===== src/rtl/encoder_8x3.sv =====
// Registered 8-to-3 one-hot encoder with valid/err flags.
// Multi-hot inputs resolve to the highest or lowest set bit, selected by PRIORITY_HIGH.
module encoder_8x3 #(
  parameter bit PRIORITY_HIGH = 1'b1
) (
  input  logic       clk,
  input  logic       rst_n,
  input  logic       en,
  input  logic [7:0] data,
  output logic [2:0] code,
  output logic       valid,
  output logic       err
);

  // Returns {found, index} of the highest set bit.
  function automatic logic [3:0] pick_high(input logic [7:0] d);
    logic [3:0] r;
    casez (d)
      8'b1???????: r = 4'b1_111;
      8'b01??????: r = 4'b1_110;
      8'b001?????: r = 4'b1_101;
      8'b0001????: r = 4'b1_100;
      8'b00001???: r = 4'b1_011;
      8'b000001??: r = 4'b1_010;
      8'b0000001?: r = 4'b1_001;
      8'b00000001: r = 4'b1_000;
      default:     r = 4'b0_000;
    endcase
    return r;
  endfunction

  // Returns {found, index} of the lowest set bit.
  function automatic logic [3:0] pick_low(input logic [7:0] d);
    logic [3:0] r;
    casez (d)
      8'b???????1: r = 4'b1_000;
      8'b??????10: r = 4'b1_001;
      8'b?????100: r = 4'b1_010;
      8'b????1000: r = 4'b1_011;
      8'b???10000: r = 4'b1_100;
      8'b??100000: r = 4'b1_101;
      8'b?1000000: r = 4'b1_110;
      8'b10000000: r = 4'b1_111;
      default:     r = 4'b0_000;
    endcase
    return r;
  endfunction

  logic [2:0] w_code;
  logic       w_valid;
  logic       w_err;
  logic [3:0] w_pick;

  logic [2:0] r_code;
  logic       r_valid;
  logic       r_err;

  // Exact one-hot matches first; anything else (multi-hot, or unknown bits that
  // match no pattern) falls to the default branch and never propagates X.
  always_comb begin
    w_code  = 3'd0;
    w_valid = 1'b0;
    w_err   = 1'b1;
    w_pick  = 4'b0_000;
    case (data)
      8'h01: begin w_code = 3'd0; w_valid = 1'b1; w_err = 1'b0; end
      8'h02: begin w_code = 3'd1; w_valid = 1'b1; w_err = 1'b0; end
      8'h04: begin w_code = 3'd2; w_valid = 1'b1; w_err = 1'b0; end
      8'h08: begin w_code = 3'd3; w_valid = 1'b1; w_err = 1'b0; end
      8'h10: begin w_code = 3'd4; w_valid = 1'b1; w_err = 1'b0; end
      8'h20: begin w_code = 3'd5; w_valid = 1'b1; w_err = 1'b0; end
      8'h40: begin w_code = 3'd6; w_valid = 1'b1; w_err = 1'b0; end
      8'h80: begin w_code = 3'd7; w_valid = 1'b1; w_err = 1'b0; end
      8'h00: begin w_code = 3'd0; w_valid = 1'b0; w_err = 1'b1; end
      default: begin
        if (PRIORITY_HIGH) begin
          w_pick = pick_high(data);
        end else begin
          w_pick = pick_low(data);
        end
        w_code  = w_pick[2:0];
        w_valid = w_pick[3];
        w_err   = 1'b1;
      end
    endcase
  end

  // Output registers: reset has priority over en; en=0 holds.
  always_ff @(posedge clk) begin
    if (!rst_n) begin
      r_code  <= 3'd0;
      r_valid <= 1'b0;
      r_err   <= 1'b0;
    end else if (en) begin
      r_code  <= w_code;
      r_valid <= w_valid;
      r_err   <= w_err;
    end else begin
      r_code  <= r_code;
      r_valid <= r_valid;
      r_err   <= r_err;
    end
  end

  assign code  = r_code;
  assign valid = r_valid;
  assign err   = r_err;

endmodule


===== config.mk =====
export PLATFORM = sky130hd
export DESIGN_NAME = encoder_8x3
export DESIGN_NICKNAME = d
export VERILOG_FILES = /design/src/rtl/encoder_8x3.sv
export SDC_FILE = /design/constraint.sdc
export NUM_CORES = 1
export LEC_CHECK = 0
export ABC_AREA = 1
export CORE_ASPECT_RATIO = 1.1
export CORE_UTILIZATION = 25
export DETAILED_ROUTE_END_ITERATION = 6
export PLACE_DENSITY = 0.62
export SLEW_MARGIN = 20
export SYNTH_ARGS = -nofsm -noshare
export SYNTH_HDL_FRONTEND = slang
export SYNTH_SLANG_ARGS = --single-unit

===== constraint.sdc =====
create_clock -name clk -period 2.1 [get_ports clk]
set_clock_uncertainty 0.1 [all_clocks]
set_input_delay 0.21 -clock clk [delete_from_list [all_inputs] [get_ports clk]]
set_output_delay 0.21 -clock clk [all_outputs]
set_load 0.02 [all_outputs]

After elaboration in Yosys (flattened, before gate mapping)
Index checks and enable logic that the tools add are counted.
{"block": "word_totals", "ff_bits": 5, "word_cells": 24, "out_inout_bits": 5}
{"block": "op_classes", "n_eq_ne": 14, "n_reduce_logical": 3, "n_mux": 4}
{"op": "case mux 4 bit (7 select lines)", "count": 1}
{"op": "case mux 3 bit (8 select lines)", "count": 1}
{"op": "== test 8 x 1 -> 1 bit, second input constant", "count": 1}
{"op": "== test 8 x 2 -> 1 bit, second input constant", "count": 1}
{"op": "== test 8 x 3 -> 1 bit, second input constant", "count": 1}
{"op": "== test 8 x 4 -> 1 bit, second input constant", "count": 1}
{"op": "== test 8 x 5 -> 1 bit, second input constant", "count": 1}
{"op": "== test 8 x 6 -> 1 bit, second input constant", "count": 1}
{"op": "== test 8 x 7 -> 1 bit, second input constant", "count": 1}
{"op": "== test 8 bit, second input constant", "count": 1}
{"op": "logical NOT 8 bit", "count": 1}
{"op": "OR reduction 8 bit", "count": 1}
{"op": "== test 7 x 1 -> 1 bit, second input constant", "count": 1}
{"op": "== test 6 x 1 -> 1 bit, second input constant", "count": 1}
{"op": "== test 5 x 1 -> 1 bit, second input constant", "count": 1}
{"op": "== test 4 x 1 -> 1 bit, second input constant", "count": 1}
{"op": "== test 3 x 1 -> 1 bit, second input constant", "count": 1}
{"op": "== test 2 x 1 -> 1 bit, second input constant", "count": 1}
{"op": "case mux 1 bit (2 select lines)", "count": 1}
{"op": "OR reduction 2 bit", "count": 1}
{"op": "two-way mux 1 bit", "count": 1}

Longest topological paths before layout
Gate-level depths: netlist of run 1.
{"block": "logic_depth", "depth_word": 3, "ltp_mapped": 8, "depth_no_buf": 8}

Least setup slack after synthesis of run 1
OpenSTA, ideal clock, no wires.
{"block": "synth_timing", "path_kind": "input-to-reg", "startpoint": "input port data[0]", "endpoint": "register r_err, in the netlist err", "setup_time_ps": 117, "arrival_ps": 757, "slack_ps": 1126, "cell_stages": 8, "cell_sequence": "inv_1 > nand2_1 > nor2_1 > nand2_2 > nand2_1 > nor2_1 > nand3_1 > a21oi_2"}
{"block": "synth_between", "elab_chain_len": 3}
{"element": "from (decl)", "line_no": "9", "rtl": "input logic [7:0] data,"}
{"element": "== test 8 bit, or another cell as far along"}
{"element": "OR reduction 8 bit (no source line) *"}
{"element": "two-way mux 1 bit *", "line_no": "65", "rtl": "case (data)"}
{"element": "to (signal assigned)", "line_no": "97", "rtl": "r_err <= w_err;"}
{"element": "to (signal assigned)", "line_no": "101", "rtl": "r_err <= r_err;"}
{"element": "to (decl)", "line_no": "56", "rtl": "logic r_err;"}
Every way passes the cells marked *; elsewhere a longest branch is shown, timed or not.
A chain may end at the register's enable or synchronous reset.

Worst setup path after layout of run 1
{"block": "layout_timing", "startpoint": "register r_code[0], in the netlist code[0]", "endpoint": "output port code[0]"}
{"element": "from (decl)", "line_no": "54", "rtl": "logic [2:0] r_code;"}
{"element": "from (signal assigned)", "line_no": "95", "rtl": "r_code <= w_code;"}
{"element": "from (signal assigned)", "line_no": "99", "rtl": "r_code <= r_code;"}
{"element": "to (decl)", "line_no": "10", "rtl": "output logic [2:0] code,"}
No word-level cell between the ends.

==> impl_table.tex, run 1 <==
\begin{tabular}{lr}
\hline
Metric & Value \\
\hline
\multicolumn{2}{l}{\textbf{Cells and area}} \\
Final net count & 98 \\
Most common library cell in the layout ignoring fill and taps & sky130\_fd\_sc\_hd\_\_nand2\_1 \\
Area of the multi-input gates & 244 um\^{}2 \\
Area growth syn-to-layout & 51.5\% \\
Diodes inserted & 0 \\
Most frequent cells in the layout & sky130\_fd\_sc\_hd\_\_nand2\_1 (21), sky130\_fd\_sc\_hd\_\_clkdlybuf4s50\_1 (15), sky130\_fd\_sc\_hd\_\_nor2\_1 (8), sky130\_fd\_sc\_hd\_\_a21oi\_1 (6), sky130\_fd\_sc\_hd\_\_inv\_1 (6) \\
Final core area utilization & 41.3\% \\
Filler cell count in the final layout & 170 \\
Layout cell share with drive strength beyond 1 & 17.4\% \\
Non-filler cells, final & 102 \\
Register area & 100 um\^{}2 \\
Final standard cell area without fillers & 578 um\^{}2 \\
\multicolumn{2}{l}{\textbf{Logic synthesis}} \\
Fraction of synthesized cell area in xor and xnor cells & 0\% \\
Basic-gate share of the synthesized area counting and, or, nand and nor cells & 49.2\% \\
Cells taking the most area after synthesis & sky130\_fd\_sc\_hd\_\_dfxtp\_1 (26\%), sky130\_fd\_sc\_hd\_\_nand2\_1 (21\%), sky130\_fd\_sc\_hd\_\_a21oi\_1 (7.9\%), sky130\_fd\_sc\_hd\_\_nor2\_1 (7.9\%), sky130\_fd\_sc\_hd\_\_nor2\_2 (6.6\%) \\
Sequential element share of the synthesized area & 26.2\% \\
Dominant register cell in the synthesized netlist & sky130\_fd\_sc\_hd\_\_dfxtp\_1 \\
Avg Inst Size Synth & 5.70 um\^{}2 \\
Dominant combinational cell family by area after synthesis & simple AND/OR/NAND/NOR gates \\
Library cells used by synthesis & 14 \\
Portion of synthesized cell area occupied by the leading cell type & 26.2\% \\
Number of flops mapped to enable cells by yosys & 0 \\
Compound-cell area share of the yosys netlist & 14.8\% \\
Net count after synthesis & 78 \\
Portion of netlist area occupied by mux cells & 0\% \\
Yosys top cell by area & sky130\_fd\_sc\_hd\_\_dfxtp\_1 \\
Cell area after technology mapping & 382 um\^{}2 \\
Number of instances in the synthesized netlist & 67 \\
Number of synthesized register bits & 5 \\
Async SR Flop Fraction & 0\% \\
Warning count from the yosys run & 0 \\
Adder-cell share of the synthesized area & 0\% \\
\multicolumn{2}{l}{\textbf{Critical path}} \\
Critical path startpoint category & flip-flop \\
Critical-path top delay cell & sky130\_fd\_sc\_hd\_\_clkdlybuf4s50\_1 \\
Sort of element at the end of the critical path & output pin \\
Endpoint of the lowest-slack register-to-register path & err \\
Cell Chain, Critical Path & clkdlybuf4s50\_1 \\
Data arrival at the endpoint of the critical path & 1170 ps \\
Crit path buffers/inverters & 1 \\
Path type of the worst setup path & reg -> out \\
Max incr delay on CP & 600 ps \\
R2R depth & 2 \\
Register-to-register path setup slack & 1410 ps \\
Data required time of the worst path & 1790 ps \\
Cell class contributing the biggest share of worst-path delay & buffers and inverters \\
Worst reg2reg startpoint & err \\
Largest fanout on the critical path & 2 \\
\multicolumn{2}{l}{\textbf{STA}} \\
Setup\_tns & 0 ps \\
Final Hold Slack & 365 ps \\
Final period demand of the worst path & 1480 ps \\
Count of final max-slew check failures & 0 \\
Worst Max-Slew Pin Slew & 214 ps \\
Final setup violation count & 0 \\
Final Hold Viols & 0 \\
Worst slew margin relative to its limit & 85.7\% \\
Share of the cycle needed by the critical path after routing & 70.6\% \\
Highest Clock Rate & 674 MHz \\
Unrepaired setup endpoints after global routing & no \\
\multicolumn{2}{l}{\textbf{Floorplan}} \\
Effective utilization at floorplan & 27.2\% \\
Overall die width & 39.3 um \\
Die Outline Area & 1690 um\^{}2 \\
Placement row count & 14 \\
Placeable core area & 1400 um\^{}2 \\
Die height & 43.0 um \\
Top-level port count & 16 \\
\multicolumn{2}{l}{\textbf{Place}} \\
Routability cong. & 0.702 \\
Total placed cells including tap cells & 98 \\
Port bufs & 15 \\
DP Wirelength & 717 um \\
Cell area reported after detailed placement & 552 um\^{}2 \\
\multicolumn{2}{l}{\textbf{Clocking}} \\
Cell chosen for the clock root & sky130\_fd\_sc\_hd\_\_clkbuf\_4 \\
Resized cells post-CTS & 0 \\
Insertion delay to the later sink of the worst-skew pair & 250 ps \\
Number of buffers inserted for hold repair after clock tree synthesis & 0 \\
CTS clk-pin slew, worst paths & 50 ps \\
CTS buffer count & 3 \\
Number of buffers inserted to repair setup after CTS & 0 \\
CTS tree & done \\
Number of H-tree levels & 1 \\
Clock Tree Buf Depth & 2 \\
Clock sink count & 5 \\
\multicolumn{2}{l}{\textbf{Routing}} \\
Count of unresolved DRC violations after routing & 0 \\
First-pass DRT Iterations & 4 \\
Post-DRT Antenna Nets & 0 \\
Detailed-route wire length & 888 um \\
Wire per inst & 8.71 um \\
Initial drt markers & 13 \\
Via count & 456 \\
Avg Vias per Cell & 4.47 \\
\multicolumn{2}{l}{\textbf{Global route}} \\
Vias in the first global route & 371 \\
Pin count of the biggest net entering global routing & 7 \\
Overall overflow remaining after global route & 0 \\
Global-route wire length before repair & 1420 um \\
GRT Total Usage & 12.4\% \\
Number of antenna violations at the first check in global routing & 0 \\
\multicolumn{2}{l}{\textbf{Pwr}} \\
Lkg Pwr & 0.000255 uW \\
P per Cell Area & 521 nW/um\^{}2 \\
VDD IR-drop max & 0.353 mV \\
\multicolumn{2}{l}{\textbf{Hold path}} \\
Cell depth of the worst min-delay path & 2 \\
Terminating pin of the worst hold path & valid \\
Worst Min Path Start & valid \\
Worst min path class & reg -> reg \\
\multicolumn{2}{l}{\textbf{Run}} \\
Number of maximum-capacitance constraint violations & 0 \\
\multicolumn{2}{l}{\textbf{Run status}} \\
Outcome & finished clean \\
\hline
\end{tabular}
## synth_stat cells, types with 2 or more instances
master,instances
sky130_fd_sc_hd__nand2_1,21
sky130_fd_sc_hd__nor2_1,8
sky130_fd_sc_hd__a21oi_1,6
sky130_fd_sc_hd__inv_1,6
sky130_fd_sc_hd__dfxtp_1,5
sky130_fd_sc_hd__inv_2,4
sky130_fd_sc_hd__nand3_1,4
sky130_fd_sc_hd__nor2_2,4
sky130_fd_sc_hd__nand2_2,2
sky130_fd_sc_hd__nor3_1,2
sky130_fd_sc_hd__o21ai_0,2
## worst max path at each step
stage | start | to | cells past startpoint
after floorplan | data[0] | err | 8
after global placement | data[7] | err | 7
after detailed placement | data[1] | err | 9
after CTS | code[0] | code[0] | 1
after global routing | code[0] | code[0] | 1
final | code[0] | code[0] | 1
## through the flow
stage	total power, uW	worst slack, ps
finish	301	617
detailed placement	190	587
global placement	189	580
CTS	304	608
global route	322	574
floorplan	147	1130
## cells by family after synthesis
group | after synthesis
buffers and inverters | 10
and+or+nand+nor | 42
AOI/OAI and AO/OA | 10
DFF | 5
## power breakdown
group | switching [uW] | internal [uW] | total, uW | leakage [uW]
combinational | 42.8 | 39.9 | 82.7 | 0.000199
clock | 41.6 | 72.0 | 114 | 0.0000150
sequential | 3.13 | 102 | 105 | 0.0000417
## final cells by class
cell class | count | share of cell area (%)
timing repair buffer | 15 | 26.0
multi-input combinational | 52 | 42.2
inverter | 10 | 6.49
clock buffer | 4 | 4.55
tap | 16 | 3.46
sequential | 5 | 17.3
## layer usage
layer,global-route usage [%],vias to the layer above,wire (um)
li1,-,248,-
met1,16.1,195,432
met2,16.3,13,405
met3,7.85,0,51
met4,4.14,0,0
met5,0,-,0
## state kept, by name, summed over array words and instances (netlist names)
register  flops
code          3
valid         1
err           1
No activity file was read; power rests on OpenSTA's default activity.
==> run 2, diff against run 1 <==
- PLACE_DENSITY: 0.62 -> 0.64
- clock period: 2.1 -> 1.3 ns (I/O delays scaled with it)
==> run 2 against run 1 <==
Effect of this change:
- critical path depth is 8 higher
- power up 64%
- critical path type is now in -> reg
- first-iteration DRC count is 69% lower
- sequential power is 61% higher
- clock power increased by 61%
- cell area up 11%
- core utilization rose by 4.4 points
- setup slack got worse by 500 ps
- final cell count up 6.9%
- wire length increased by 3.0%
==> impl_table.tex, run 2 (same netlist as run 1, synthesis figures left out) <==
\begin{tabular}{lr}
\hline
Metric & Value \\
\hline
\multicolumn{2}{l}{\textbf{Global route}} \\
Number of antenna violations at the first check in global routing & 0 \\
Pin count of the biggest net entering global routing & 6 \\
Global-route wire length before repair & 1590 um \\
GRT Total Usage & 13.9\% \\
Overall overflow remaining after global route & 0 \\
Vias in the first global route & 412 \\
\multicolumn{2}{l}{\textbf{Routing}} \\
Wire per inst & 8.39 um \\
Initial drt markers & 4 \\
Via count & 479 \\
Post-DRT Antenna Nets & 0 \\
Detailed-route wire length & 915 um \\
First-pass DRT Iterations & 2 \\
Count of unresolved DRC violations after routing & 0 \\
Avg Vias per Cell & 4.39 \\
\multicolumn{2}{l}{\textbf{STA}} \\
Final period demand of the worst path & 1190 ps \\
Count of final max-slew check failures & 0 \\
Unrepaired setup endpoints after global routing & no \\
Final Hold Viols & 0 \\
Final Hold Slack & 320 ps \\
Setup\_tns & 0 ps \\
Worst slew margin relative to its limit & 85.1\% \\
Worst Max-Slew Pin Slew & 224 ps \\
Highest Clock Rate & 843 MHz \\
Final setup violation count & 0 \\
Share of the cycle needed by the critical path after routing & 91.3\% \\
\multicolumn{2}{l}{\textbf{Critical path}} \\
Cell Chain, Critical Path & clkdlybuf4s50\_1 -> inv\_2 -> nand2\_4 -> nor2\_2 -> nand2\_1 -> nand2\_1 -> nor2\_1 -> nand3\_1 -> a21oi\_2 \\
Critical-path top delay cell & sky130\_fd\_sc\_hd\_\_clkdlybuf4s50\_1 \\
Data arrival at the endpoint of the critical path & 1270 ps \\
Sort of element at the end of the critical path & flip-flop \\
Crit path top cell by count & sky130\_fd\_sc\_hd\_\_nand2\_1 \\
Max incr delay on CP & 540 ps \\
Data required time of the worst path & 1380 ps \\
Path type of the worst setup path & in -> reg \\
Critical path startpoint category & input port \\
Largest fanout on the critical path & 4 \\
\multicolumn{2}{l}{\textbf{Floorplan}} \\
Overall die width & 39.3 um \\
Die Outline Area & 1690 um\^{}2 \\
Placement row count & 14 \\
Effective utilization at floorplan & 27.2\% \\
Die height & 43.0 um \\
Top-level port count & 16 \\
Placeable core area & 1400 um\^{}2 \\
\multicolumn{2}{l}{\textbf{Cells and area}} \\
Area growth syn-to-layout & 67.5\% \\
Diodes inserted & 0 \\
Filler cell count in the final layout & 162 \\
Final standard cell area without fillers & 639 um\^{}2 \\
Area of the multi-input gates & 249 um\^{}2 \\
Final net count & 105 \\
Number of flip-flops under the largest register name & 3 \\
Most frequent cells in the layout & sky130\_fd\_sc\_hd\_\_nand2\_1 (21), sky130\_fd\_sc\_hd\_\_nor2\_1 (8), sky130\_fd\_sc\_hd\_\_buf\_4 (7), sky130\_fd\_sc\_hd\_\_a21oi\_1 (6), sky130\_fd\_sc\_hd\_\_clkdlybuf4s50\_1 (6) \\
Final core area utilization & 45.6\% \\
Register area & 100 um\^{}2 \\
Layout cell share with drive strength beyond 1 & 24.7\% \\
Most common library cell in the layout ignoring fill and taps & sky130\_fd\_sc\_hd\_\_nand2\_1 \\
\multicolumn{2}{l}{\textbf{Clocking}} \\
Number of buffers inserted for hold repair after clock tree synthesis & 0 \\
CTS clk-pin slew, worst paths & 40 ps \\
CTS tree & done \\
Clock sink count & 5 \\
Clock Tree Buf Depth & 2 \\
Number of buffers inserted to repair setup after CTS & 0 \\
Insertion delay to the later sink of the worst-skew pair & 250 ps \\
CTS buffer count & 3 \\
Cell chosen for the clock root & sky130\_fd\_sc\_hd\_\_clkbuf\_4 \\
Number of H-tree levels & 1 \\
\multicolumn{2}{l}{\textbf{Place}} \\
Port bufs & 15 \\
Cell area reported after detailed placement & 604 um\^{}2 \\
Routability cong. & 0.741 \\
DP Wirelength & 758 um \\
\multicolumn{2}{l}{\textbf{Pwr}} \\
P per Cell Area & 773 nW/um\^{}2 \\
VDD IR-drop max & 0.503 mV \\
Lkg Pwr & 0.000340 uW \\
\multicolumn{2}{l}{\textbf{Run}} \\
Number of maximum-capacitance constraint violations & 0 \\
\multicolumn{2}{l}{\textbf{Hold path}} \\
Worst min path class & in -> reg \\
\multicolumn{2}{l}{\textbf{Run status}} \\
Outcome & finished clean \\
\hline
\end{tabular}
==> run 2: cell types whose count changed in the layout (fill, tap and decap cells not counted), sizes merged <==
cell / delta
clkdlybuf4s50: -9
dlygate4sd2: +5
buf: +7
dlymetal6s2s: +4
==> run 2: worst paths after layout <==
check,startpoint,endpoint,slack [ps],cells past startpoint
max reg2reg,code[2],code[2],620,2
max,data[7],err,110,9
min,data[5],code[1],320,6
min reg2reg,code[0],code[0],360,2
==> run 2: layer usage <==
layer / wire length (um) / up-vias / track usage [%]
met5: 0 / - / 0
met4: 17 / 0 / 8.28
met3: 49 / 3 / 6.28
met2: 450 / 12 / 19.0
met1: 398 / 204 / 17.3
li1: - / 260 / -
==> run 2: worst max-delay path: cells and delay by family <==
kind	cells	cell delay, ps
and+or+nand+nor	6	410
AOI/OAI and AO/OA	1	110
buffers and inverters	2	610
==> run 2: power by group <==
| part | leakage (uW) | internal [uW] | switching (uW) |
|---|---|---|---|
| registers | 0.0000417 | 165 | 4.45 |
| logic | 0.000284 | 68.2 | 73.9 |
| clock network | 0.0000150 | 116 | 67.0 |
==> run 2: what timing repair did <==
| item | 4_1_cts | 5_1_grt |
|---|---|---|
| endpoints found under the setup margin | 5 | 1 |
| hold endpoints to repair | 0 | 0 |
| gates resized for setup | 5 | 6 |
==> run 2: area by class of cell <==
cell class	count	area share (%)
well taps	16	3.13
repair buffers	22	32.3
flip-flops and latches	5	15.7
clock buffers	4	4.11
inverters	10	5.87
multi-input cells	52	38.9
==> run 2: stage by stage <==
| stage | instances | total power (uW) | setup WS (ps) |
|---|---|---|---|
| after CTS | 109 | 505 | 113 |
| after global routing | 109 | 544 | 2.53 |
| after detailed placement | 105 | 321 | -141 |
| after global placement | 105 | 319 | -125 |
| after floorplan | 67 | 237 | 406 |
| final | 109 | 495 | 114 |
==> run 3, diff against run 2 <==
- ABC_AREA: 1 -> unset
- CORE_AREA: unset -> 2 2 39 41
- CORE_ASPECT_RATIO: 1.1 -> unset
- CORE_UTILIZATION: 25 -> unset
- DIE_AREA: unset -> 0 0 41 43
- PLACE_DENSITY: 0.64 -> 0.63
==> run 3 against run 2 <==
Effect of this change:
- sequential share of layout area rose by 1.5 points
- clock power fell by 7%
- cell area fell by 8.8%
- via count fell by 24%
- largest power group is now registers
==> impl_table.tex, run 3 <==
\begin{tabular}{lr}
\hline
Metric & Value \\
\hline
\multicolumn{2}{l}{\textbf{Floorplan}} \\
Die Outline Area & 1760 um\^{}2 \\
Placement row count & 14 \\
Top-level port count & 16 \\
Placeable core area & 1380 um\^{}2 \\
Effective utilization at floorplan & 21.6\% \\
Overall die width & 41 um \\
Die height & 43 um \\
\multicolumn{2}{l}{\textbf{Logic synthesis}} \\
Dominant combinational cell family by area after synthesis & compound AO/OA/AOI/OAI gates \\
Warning count from the yosys run & 0 \\
Sequential element share of the synthesized area & 33.5\% \\
Cell area after technology mapping & 299 um\^{}2 \\
Cell with the most instances after synthesis & sky130\_fd\_sc\_hd\_\_o21ai\_0 \\
Number of flops mapped to enable cells by yosys & 0 \\
Adder-cell share of the synthesized area & 0\% \\
Portion of synthesized cell area occupied by the leading cell type & 33.5\% \\
Top cell types by occurrence after synthesis & sky130\_fd\_sc\_hd\_\_o21ai\_0 (6), sky130\_fd\_sc\_hd\_\_dfxtp\_1 (5), sky130\_fd\_sc\_hd\_\_a31oi\_1 (3) \\
Library cells used by synthesis & 20 \\
Async SR Flop Fraction & 0\% \\
Cells taking the most area after synthesis & sky130\_fd\_sc\_hd\_\_dfxtp\_1 (33\%), sky130\_fd\_sc\_hd\_\_o21ai\_0 (10\%), sky130\_fd\_sc\_hd\_\_a31oi\_1 (6.3\%), sky130\_fd\_sc\_hd\_\_a41oi\_1 (5.9\%), sky130\_fd\_sc\_hd\_\_xor2\_1 (5.9\%) \\
Number of synthesized register bits & 5 \\
Avg Inst Size Synth & 8.08 um\^{}2 \\
Dominant register cell in the synthesized netlist & sky130\_fd\_sc\_hd\_\_dfxtp\_1 \\
Portion of netlist area occupied by mux cells & 0\% \\
Net count after synthesis & 48 \\
Fraction of synthesized cell area in xor and xnor cells & 5.86\% \\
Number of instances in the synthesized netlist & 37 \\
Basic-gate share of the synthesized area counting and, or, nand and nor cells & 18.8\% \\
Compound-cell area share of the yosys netlist & 37.7\% \\
Yosys top cell by area & sky130\_fd\_sc\_hd\_\_dfxtp\_1 \\
\multicolumn{2}{l}{\textbf{Global route}} \\
Pin count of the biggest net entering global routing & 9 \\
Overall overflow remaining after global route & 0 \\
Number of antenna violations at the first check in global routing & 0 \\
GRT Total Usage & 10.3\% \\
Global-route wire length before repair & 1280 um \\
Vias in the first global route & 344 \\
\multicolumn{2}{l}{\textbf{Clocking}} \\
CTS buffer count & 3 \\
CTS clk-pin slew, worst paths & 40 ps \\
Clock Tree Buf Depth & 2 \\
Clock sink count & 5 \\
Insertion delay to the later sink of the worst-skew pair & 230 ps \\
Number of H-tree levels & 1 \\
CTS tree & done \\
Cell chosen for the clock root & sky130\_fd\_sc\_hd\_\_clkbuf\_4 \\
Number of buffers inserted for hold repair after clock tree synthesis & 0 \\
Number of buffers inserted to repair setup after CTS & 0 \\
\multicolumn{2}{l}{\textbf{Routing}} \\
Post-DRT Antenna Nets & 0 \\
First-pass DRT Iterations & 3 \\
Count of unresolved DRC violations after routing & 0 \\
Avg Vias per Cell & 4.54 \\
Wire per inst & 9.65 um \\
Detailed-route wire length & 772 um \\
Initial drt markers & 4 \\
Via count & 363 \\
\multicolumn{2}{l}{\textbf{Pwr}} \\
VDD IR-drop max & 0.221 mV \\
P per Cell Area & 826 nW/um\^{}2 \\
Internal power & 353 uW \\
Combinational group share of total power & 29.1\% \\
Clock share of power & 35.4\% \\
Net switching power & 128 uW \\
Lkg Pwr & 0.000284 uW \\
Register share of total power & 35.5\% \\
Sw Share & 26.6\% \\
\multicolumn{2}{l}{\textbf{Cells and area}} \\
Diodes inserted & 0 \\
Final standard cell area without fillers & 583 um\^{}2 \\
Most frequent cells in the layout & sky130\_fd\_sc\_hd\_\_buf\_4 (9), sky130\_fd\_sc\_hd\_\_dlygate4sd2\_1 (7), sky130\_fd\_sc\_hd\_\_dfxtp\_1 (5), sky130\_fd\_sc\_hd\_\_dlymetal6s2s\_1 (5) \\
Area growth syn-to-layout & 95.0\% \\
Most common library cell in the layout ignoring fill and taps & sky130\_fd\_sc\_hd\_\_buf\_4 \\
Final net count & 76 \\
Number of flip-flops under the largest register name & 3 \\
Layout cell share with drive strength beyond 1 & 26.6\% \\
\multicolumn{2}{l}{\textbf{STA}} \\
Final Hold Slack & 147 ps \\
Setup\_tns & 0 ps \\
Final Hold Viols & 0 \\
Worst Max-Slew Pin Slew & 261 ps \\
Unrepaired setup endpoints after global routing & no \\
Highest Clock Rate & 893 MHz \\
Final period demand of the worst path & 1120 ps \\
Share of the cycle needed by the critical path after routing & 86.1\% \\
Worst slew margin relative to its limit & 82.6\% \\
Fin worst setup slack & 180 ps \\
Final setup violation count & 0 \\
Count of final max-slew check failures & 0 \\
\multicolumn{2}{l}{\textbf{Place}} \\
Routability cong. & 0.744 \\
Setup Slack @ Placement & -245 ps \\
Cell area reported after detailed placement & 532 um\^{}2 \\
DP Wirelength & 623 um \\
Port bufs & 15 \\
\multicolumn{2}{l}{\textbf{Critical path}} \\
Max incr delay on CP & 330 ps \\
Cell Chain, Critical Path & dlygate4sd2\_1 \\
Data arrival at the endpoint of the critical path & 890 ps \\
Cell class contributing the biggest share of worst-path delay & buffers and inverters \\
Sort of element at the end of the critical path & output pin \\
Crit path buffers/inverters & 1 \\
Critical-path top delay cell & sky130\_fd\_sc\_hd\_\_dlygate4sd2\_1 \\
Data required time of the worst path & 1070 ps \\
Critical path startpoint category & flip-flop \\
Path type of the worst setup path & reg -> out \\
Largest fanout on the critical path & 2 \\
\multicolumn{2}{l}{\textbf{Run status}} \\
Outcome & finished clean \\
\multicolumn{2}{l}{\textbf{Hold path}} \\
Worst min path class & in -> reg \\
\multicolumn{2}{l}{\textbf{Run}} \\
Number of maximum-capacitance constraint violations & 0 \\
\hline
\end{tabular}
-- run 3: cell count changes in the layout (fill, tap and decap cells not counted), moves of 3 or more --
| cell | previous run | this run |
|---|---|---|
| sky130_fd_sc_hd__a21oi_1 | 6 | 1 |
| sky130_fd_sc_hd__a31oi_1 | 0 | 3 |
| sky130_fd_sc_hd__clkdlybuf4s50_1 | 6 | 3 |
| sky130_fd_sc_hd__inv_1 | 5 | 2 |
| sky130_fd_sc_hd__inv_2 | 5 | 0 |
| sky130_fd_sc_hd__nand2_1 | 21 | 2 |
| sky130_fd_sc_hd__nand3_1 | 4 | 0 |
| sky130_fd_sc_hd__nor2_1 | 8 | 1 |
| sky130_fd_sc_hd__o21ai_1 | 0 | 4 |
-- run 3: per-layer routing --
metal / track usage (%) / up-vias / share of wire [%]
li1: - / 195 / -
met1: 12.8 / 157 / 43
met2: 15.6 / 11 / 53
met3: 0.524 / 0 / 4.0
met4: 8.00 / 0 / 0
met5: 0 / - / 0
-- run 3: path summary, 6_finish.rpt --
kind	startpoint	to	slack (ps)	depth (start not counted)
setup / recovery	err	err	180	1
hold / removal	data[7]	code[0]	150	3
setup reg to reg	err	err	500	2
hold reg to reg	code[2]	code[2]	410	2
-- run 3: layout make-up --
class | count | area [um^2]
well taps | 16 | 20.0
clock buffers | 4 | 26.3
multi-input cells | 29 | 208
inverters | 2 | 7.51
repair buffers | 24 | 221
fillers | 148 | 801
flip-flops and latches | 5 | 100
-- run 3: power by group through the flow --
stage	clock, uW	sequential [uW]	combinational (uW)
after floorplan	0	188	40.3
after global placement	0	174	145
after detailed placement	0	174	145
after CTS	179	171	137
after global routing	186	172	154
final	170	171	140
-- run 3: timing repair --
item | CTS | global route
gates cloned | 0 | 0
pin swaps | 0 | 2
gates resized for setup | 8 | 9
hold endpoints to repair | 0 | 0
setup endpoints to repair | 6 | 2
-- run 3: cell families (layout without fill, tap and decap cells) --
family                 count (synthesis)  after routing
AO/OA/AOI/OAI                         17             17
XOR/XNOR                               2              2
buffers and inverters                  3             30
flip-flops                             5              5
AND/OR/NAND/NOR                       10             10
-- run 3: per-stage QoR --
step / total power [uW] / cells / utilization, %
after floorplan: 229 / 37 / -
after global placement: 318 / 76 / 38.4
after detailed placement: 320 / 76 / 38.4
after CTS: 487 / 80 / 40.1
after global routing: 512 / 80 / 42.1
final: 481 / 80 / 42.1
